$ cat src/rtl/pc_fetch_gen.sv
// Program-counter and instruction-fetch sequencer: single-outstanding imem handshake,
// prioritised redirects with kill of in-flight fetches, and misaligned-target trapping.
module pc_fetch_gen #(
  parameter int unsigned     XLEN         = 32,
  parameter logic [XLEN-1:0] RESET_VECTOR = '0,
  parameter int unsigned     INCR         = 4
) (
  input  logic            clk,
  input  logic            rst,
  input  logic            stall,
  input  logic            branch_jal,
  input  logic [XLEN-1:0] branch_jump_address,
  input  logic            jalr,
  input  logic [XLEN-1:0] jalr_address,
  input  logic            trap,
  input  logic [XLEN-1:0] trap_vector,
  input  logic            mret,
  input  logic [XLEN-1:0] mepc,
  output logic            imem_req,
  output logic [XLEN-1:0] imem_addr,
  input  logic            imem_ready,
  input  logic            imem_valid,
  output logic            inst_valid,
  output logic [XLEN-1:0] inst_pc,
  output logic [XLEN-1:0] pc_out,
  output logic            misaligned_fault,
  output logic [XLEN-1:0] fault_addr
);

  localparam logic [1:0] ST_BOOT  = 2'd0;
  localparam logic [1:0] ST_RUN   = 2'd1;
  localparam logic [1:0] ST_FAULT = 2'd2;

  logic [1:0]      state_q, state_d;
  logic [XLEN-1:0] pc_q, pc_d;
  logic            outstanding_q, outstanding_d;
  logic            kill_q, kill_d;
  logic [XLEN-1:0] inflight_pc_q, inflight_pc_d;
  logic            misaligned_fault_q, misaligned_fault_d;
  logic [XLEN-1:0] fault_addr_q, fault_addr_d;

  logic [XLEN-1:0] target;
  logic            target_misaligned;
  logic            redirect_now;
  logic            accept;
  logic            resp;

  // Priority select of the redirect target and its alignment check.
  always_comb begin
    target            = '0;
    target_misaligned = 1'b0;
    if (trap) begin
      target            = {trap_vector[XLEN-1:2], 2'b00};
      target_misaligned = 1'b0;
    end else if (mret) begin
      target            = mepc;
      target_misaligned = |mepc[1:0];
    end else if (branch_jal) begin
      target            = branch_jump_address;
      target_misaligned = |branch_jump_address[1:0];
    end else if (jalr) begin
      target            = {jalr_address[XLEN-1:1], 1'b0};
      target_misaligned = jalr_address[1];
    end
  end

  // BOOT ignores every redirect; FAULT only listens to trap.
  always_comb begin
    redirect_now = 1'b0;
    case (state_q)
      ST_RUN:   redirect_now = trap | mret | branch_jal | jalr;
      ST_FAULT: redirect_now = trap;
      default:  redirect_now = 1'b0;
    endcase
  end

  assign imem_req  = (state_q == ST_RUN) && !stall && !outstanding_q;
  assign imem_addr = pc_q;
  assign pc_out    = pc_q;
  assign accept    = imem_req && imem_ready;
  assign resp      = imem_valid && outstanding_q;

  assign inst_valid       = resp && !kill_q && !redirect_now;
  assign inst_pc          = inflight_pc_q;
  assign misaligned_fault = misaligned_fault_q;
  assign fault_addr       = fault_addr_q;

  // Next-state and datapath update.
  always_comb begin
    state_d            = state_q;
    pc_d               = pc_q;
    outstanding_d      = outstanding_q;
    kill_d             = kill_q;
    inflight_pc_d      = inflight_pc_q;
    misaligned_fault_d = 1'b0;
    fault_addr_d       = fault_addr_q;

    case (state_q)
      ST_BOOT:  state_d = ST_RUN;
      ST_RUN:   if (redirect_now && target_misaligned) state_d = ST_FAULT;
      ST_FAULT: if (redirect_now) state_d = ST_RUN;
      default:  state_d = ST_BOOT;
    endcase

    if (accept) begin
      inflight_pc_d = pc_q;
      outstanding_d = 1'b1;
      kill_d        = 1'b0;
      pc_d          = pc_q + XLEN'(INCR);
    end else if (resp) begin
      outstanding_d = 1'b0;
    end

    if (redirect_now) begin
      // Anything still in flight after this cycle belongs to the old stream.
      if ((outstanding_q && !resp) || accept) kill_d = 1'b1;
      if (target_misaligned) begin
        pc_d               = pc_q;
        misaligned_fault_d = 1'b1;
        fault_addr_d       = target;
      end else begin
        pc_d = target;
      end
    end
  end

  always_ff @(posedge clk or negedge rst) begin
    if (!rst) begin
      state_q            <= ST_BOOT;
      pc_q               <= RESET_VECTOR;
      outstanding_q      <= 1'b0;
      kill_q             <= 1'b0;
      inflight_pc_q      <= RESET_VECTOR;
      misaligned_fault_q <= 1'b0;
      fault_addr_q       <= '0;
    end else begin
      state_q            <= state_d;
      pc_q               <= pc_d;
      outstanding_q      <= outstanding_d;
      kill_q             <= kill_d;
      inflight_pc_q      <= inflight_pc_d;
      misaligned_fault_q <= misaligned_fault_d;
      fault_addr_q       <= fault_addr_d;
    end
  end

endmodule

$ cat config.mk
export PLATFORM = sky130hd
export DESIGN_NAME = pc_fetch_gen
export DESIGN_NICKNAME = d
export VERILOG_FILES = /design/src/rtl/pc_fetch_gen.sv
export SDC_FILE = /design/constraint.sdc
export NUM_CORES = 1
export LEC_CHECK = 0
export CORE_UTILIZATION = 42
export CTS_CLUSTER_DIAMETER = 100
export DETAILED_ROUTE_END_ITERATION = 7
export PLACE_DENSITY = 0.92
export SYNTH_ARGS = -nofsm -noshare
export SYNTH_HDL_FRONTEND = slang
export SYNTH_SLANG_ARGS = --single-unit
$ cat constraint.sdc
create_clock -name clk -period 2.3 [get_ports clk]
set_input_delay 0.46 -clock clk [delete_from_list [all_inputs] [get_ports clk]]
set_output_delay 0.46 -clock clk [all_outputs]
set_load 0.02 [all_outputs]
* Word level (Yosys, flattened, before mapping)
Index checks and enable logic that the tools add are counted.
Cells by class: shifts and indexed selects 0, multiplexer cells 22, $add $sub $neg 1, div/mod/pow operators 0, reduce and logical (&&, ||, !) cells 22, bitwise gates (word level) 3, multiply operators 0, magnitude comparators 0, eq/ne operators 5
Operators by type and width (count):
- $mux W32 | 7
- $add A32 B3 Y32 const B | 1
- $mux W1 | 11
- $logic_and A1 B1 Y1 | 8
- $pmux W2 S3 | 1
- $reduce_and A2 Y1 | 3
- $logic_not A1 Y1 | 5
- $mux W2 | 2
- $ne A2 B2 Y1 const B | 2
- $reduce_bool A2 Y1 | 2
- $reduce_or A2 Y1 | 2
- $or A1 B1 Y1 | 3
- $eq A2 B1 Y1 const B | 1
- $eq A2 B2 Y1 const B | 1
- $logic_not A2 Y1 | 1
- $ne A2 B1 Y1 const B | 1
- $pmux W1 S2 | 1
- $logic_or A1 B1 Y1 | 1
Storage, ports and cells: output and inout port bits 131, input bits 137, logic and storage cells 60, register bits after elaboration 101, bits in latches 0, memories kept 0, ROM bits 0, memory bits (writable) 0

* Longest topological paths before layout
depth after elaboration 7, depth in mapped cells 8, gate-level depth less buffers 7

* Worst setup path before layout
OpenSTA, ideal clock, no wires.
kind input -> output, start in branch_jal, end out inst_valid, cell stages on the path 6, setup slack -0.224 ns, arrival 2.064 ns, required time 1.840 ns, buffers on the path 3, cells stage by stage buf_2 -> o41ai_1 -> nor2_1 -> buf_2 -> buf_1 -> nor3_1
On the way: cells in the longest elaborated chain, start to end 5
RTL lines:
- from (decl) | line 11 | input logic branch_jal,
- $or A1 B1 Y1 (2 in a row) | line 71 | ST_RUN: redirect_now = trap | mret | branch_jal | jalr;
- $pmux W1 S2 | line 70 | case (state_q)
- $logic_not A1 Y1 | line 83 | assign inst_valid = resp && !kill_q && !redirect_now;
- $logic_and A1 B1 Y1 | line 83
- to (decl) | line 23 | output logic inst_valid,
No other way between the ends.

* Final worst setup path
start in jalr, end reg pc_q[26], in the netlist imem_addr[26]
On the way: cells in the longest elaborated chain, start to end 6, elaborated cells between the ends (all ways) 15, those cells by class eq/ne: 1; mux: 11; bitwise: 1; reduce/logical: 2
RTL lines:
- from (decl) | line 13 | input logic jalr,
- $mux W1 or $mux W32 (tied branches) | line 61 | end else if (jalr) begin
- $mux W1 or $mux W32 (tied branches) | line 58 | end else if (branch_jal) begin
- $mux W1 or $mux W32 (tied branches) | line 55 | end else if (mret) begin
- $mux W1 or $mux W32 (tied branches) | line 52 | if (trap) begin
- $ne A2 B2 Y1 (no source line) or $mux W32 (tied branches)
- $reduce_and A2 Y1 (no source line) or $mux W32 (tied branches)
- to (signal assigned) | line 138 | pc_q <= pc_d;
- to (decl) | line 35 | logic [XLEN-1:0] pc_q, pc_d;
Several ways; a longest one is shown, not always the timed one. The select of a mux whose other input is x is not followed. A chain may end at the register's enable or synchronous reset.

==> qor.txt <==
Syn Inst Count: 655
Clock Pin Slew Worst Setup and Hold Paths: 0.07 ns
Final period utilization: 99.3%
Power, Total: 11.7 mW
Clock Path Buffers: 2
Worst slew margin: 60.8%
Worst R2R Setup Slack: 0.03 ns
Logic pwr share: 58.8%
GR Overflow Total: 0
Drt wl/cell: 19.6 um
Critical path class: primary input to flip-flop
CTS root buffer: clkbuf_16
Finished Cell Area: 9440 um2
Hold_ws: 0.0956 ns
Die Wd: 119 um
Cell total after placement: 1111
Final Slew Violations: 0
Post-route ant nets: 0
IO buf count: 264
I/O pin count: 268
FP Rows: 42
Worst setup SP type: primary input
Initial core utilization: 43.1%
Initial antenna violation count: 1
Crit-path max FO: 4
Vias/cell: 5.83
Hold-fix buffer count after cts: 0
H-tree levels: 3
Vias in the first global route: 6406
Non-filler cells, final: 1137
TritonCTS clock tree: done
Die area: 14100 um2
TritonRoute pass-1 iters: 6
Fmax: 438 MHz
First-pass GRT wire length: 33600 um
Pwr Density: 1230 nW/um2
Post-Syn Area: 5710 um2
Actual slew at the worst max-slew pin: 0.584 ns
Clk pwr share: 14.3%
Tot GR Track Use: 30.8%
Area Growth Syn to Fin: 65.5%
Clock sink count: 101
Seq/Total Area, Yosys: 44.3%
Seq pwr share: 26.9%
HP Class: primary input to asynchronous set/reset pin
Ys Warns: 0
Avg Synthesized Cell Area: 8.71 um2
Sw power: 4.90 mW
Fill count: 953
Reg2Reg Depth: 10
Chip height: 119 um
Core ar.: 13200 um2
Worst skew pair latency: 0.35 ns
Pint: 6.76 mW
Switch share: 42.0%
Post-route setup slack: 0.0167 ns
FF+latch count, synth: 101
DRT iter0 DRCs: 639
Pre-CTS WS: -0.484 ns
RePlAce Congestion: 0.928
DP Wirelength: 16600 um
Final Hold Viols: 0
Fin Clk Skew: 0.00709 ns
Primary FF master, synth: dfrtp_1
Drc violations: 0
Data required time of the worst path: 2.53 ns
WL final: 22300 um
Syn_nets: 796
Max-Cap Viols: 0
Vias post-DR: 6634
Leakage: 4.06 nW
Ys async rst share: 100%
Worst vdd ir: 0.502 mV
Capturing point of the worst reg2reg path: fault_addr[1]$_DFFE_PN0P_
Tmin final: 2.28 ns
Placed Area: 8930 um2
Inserted Clock Buffers: 9
Final cell utilization of the core: 71.3%
Crit path DAT: 2.52 ns
Pin count of the biggest net entering global routing: 46
Layout cells sized above 1: 16.3%
Status: complete, no violations
Final setup TNS: 0 ns
Worst Setup End Kind: flip-flop
Number of synthesized flops with an enable pin: 0
R2R Path Start: state_q[0]$_DFFE_PN0P_
Nets: 1096
Cell variety after synth: 64
Final setup fails: 0
## flip-flops by register name, indices dropped and copies added, names as in the netlist
signal,count
inst_pc,32
misaligned_fault,1
fault_addr,32
outstanding_q,1
state_q,2
kill_q,1
imem_addr,32
## worst max path at each step
stage,depth (start not counted),end,start
2_1_floorplan,6,inst_valid,branch_jal
3_3_place_gp,6,inst_valid,jalr
3_5_place_dp,6,inst_valid,jalr
4_1_cts,6,inst_valid,state_q[0]$_DFFE_PN0P_
5_1_grt,10,fault_addr[19]$_DFFE_PN0P_,state_q[0]$_DFFE_PN0P_
6_report,9,imem_addr[26]$_DFFE_PN0P_,jalr
## final cells by class
type	instances	area, um2	share of cell area, %
Inverter	11	41.3	0.437
Clock buffer	9	225	2.39
Clock inverter	7	98.8	1.05
Sequential cell	101	2530	26.8
Tap cell	176	220	2.33
Antenna cell	1	2.50	0.0265
Timing Repair Buffer	367	3500	37.1
Multi-Input combinational cell	465	2820	29.9
## power by group through the flow
| stage | logic [mW] | clock network, mW | registers (mW) |
|---|---|---|---|
| final | 6.85 | 1.67 | 3.14 |
| after global routing | 7.23 | 1.74 | 3.23 |
| after CTS | 6.56 | 1.67 | 3.13 |
| after detailed placement | 6.45 | 0 | 3.15 |
| after global placement | 6.27 | 0 | 3.12 |
| after floorplan | 2.41 | 0 | 3.97 |
## worst max-delay path, cell delays in order
cell	delay, ns
clkdlybuf4s50_1	0.46
buf_4	0.17
o41a_1	0.44
nand2b_1	0.20
buf_4	0.16
o21a_1	0.17
buf_4	0.16
a21oi_1	0.05
o221a_2	0.25
## kinds of logic (layout without fill, tap and decap cells)
kind of cell             Yosys count  count (layout)  share of synthesized area [%]
adder cells (fa/ha/maj)            4               4                          0.877
AND/OR/NAND/NOR                  264             264                           21.0
flip-flops                       101             101                           44.3
AO/OA/AOI/OAI                    186             186                           23.6
other                              0               1                              0
multiplexers                      11              11                           2.08
buffers and inverters             89             394                           8.11
## Yosys cell counts, types with 7 or more instances
cell / count / share of area, %
a21oi_1: 26 / 2.3
a221o_1: 14 / 2.5
a221oi_1: 15 / 2.3
a22oi_1: 14 / 1.8
buf_4: 32 / 4.2
clkbuf_1: 34 / 2.2
dfrtp_1: 101 / 44
inv_1: 10 / 0.66
mux2_2: 7 / 1.4
nand2_1: 146 / 9.6
nand3_1: 17 / 1.5
nor2_1: 35 / 2.3
nor3_1: 19 / 1.7
o211ai_1: 7 / 0.92
o21a_1: 16 / 2.1
o21ai_0: 35 / 3.1
## timing repair
action / in CTS / in global routing
buffers inserted: 0 / 8
cloned: 0 / 1
gates resized for setup: 10 / 21
pin swaps: 0 / 3
endpoints found under the setup margin: 24 / 32
endpoints found under the hold margin: 0 / 0
## per-layer routing
metal	routed length, um	up-vias	track usage [%]
li1	-	2968	-
met1	8280	3117	36.7
met2	10900	444	52.6
met3	1890	105	5.74
met4	1180	0	16.3
met5	0	-	0
## layout by cell type, fill, tap and decap left out, types with 14 or more instances in the layout
cell type,Yosys,final
a221o_1,14,14
dfrtp_1,101,101
nor2_1,35,32
clkdlybuf4s50_1,0,258
a221oi_1,15,15
a21oi_1,26,26
nand2_1,146,144
buf_4,32,95
nor3_1,19,18
nand3_1,17,17
o21ai_0,35,34
o21a_1,16,16
Note: power is estimated with default switching activity, not from simulation.
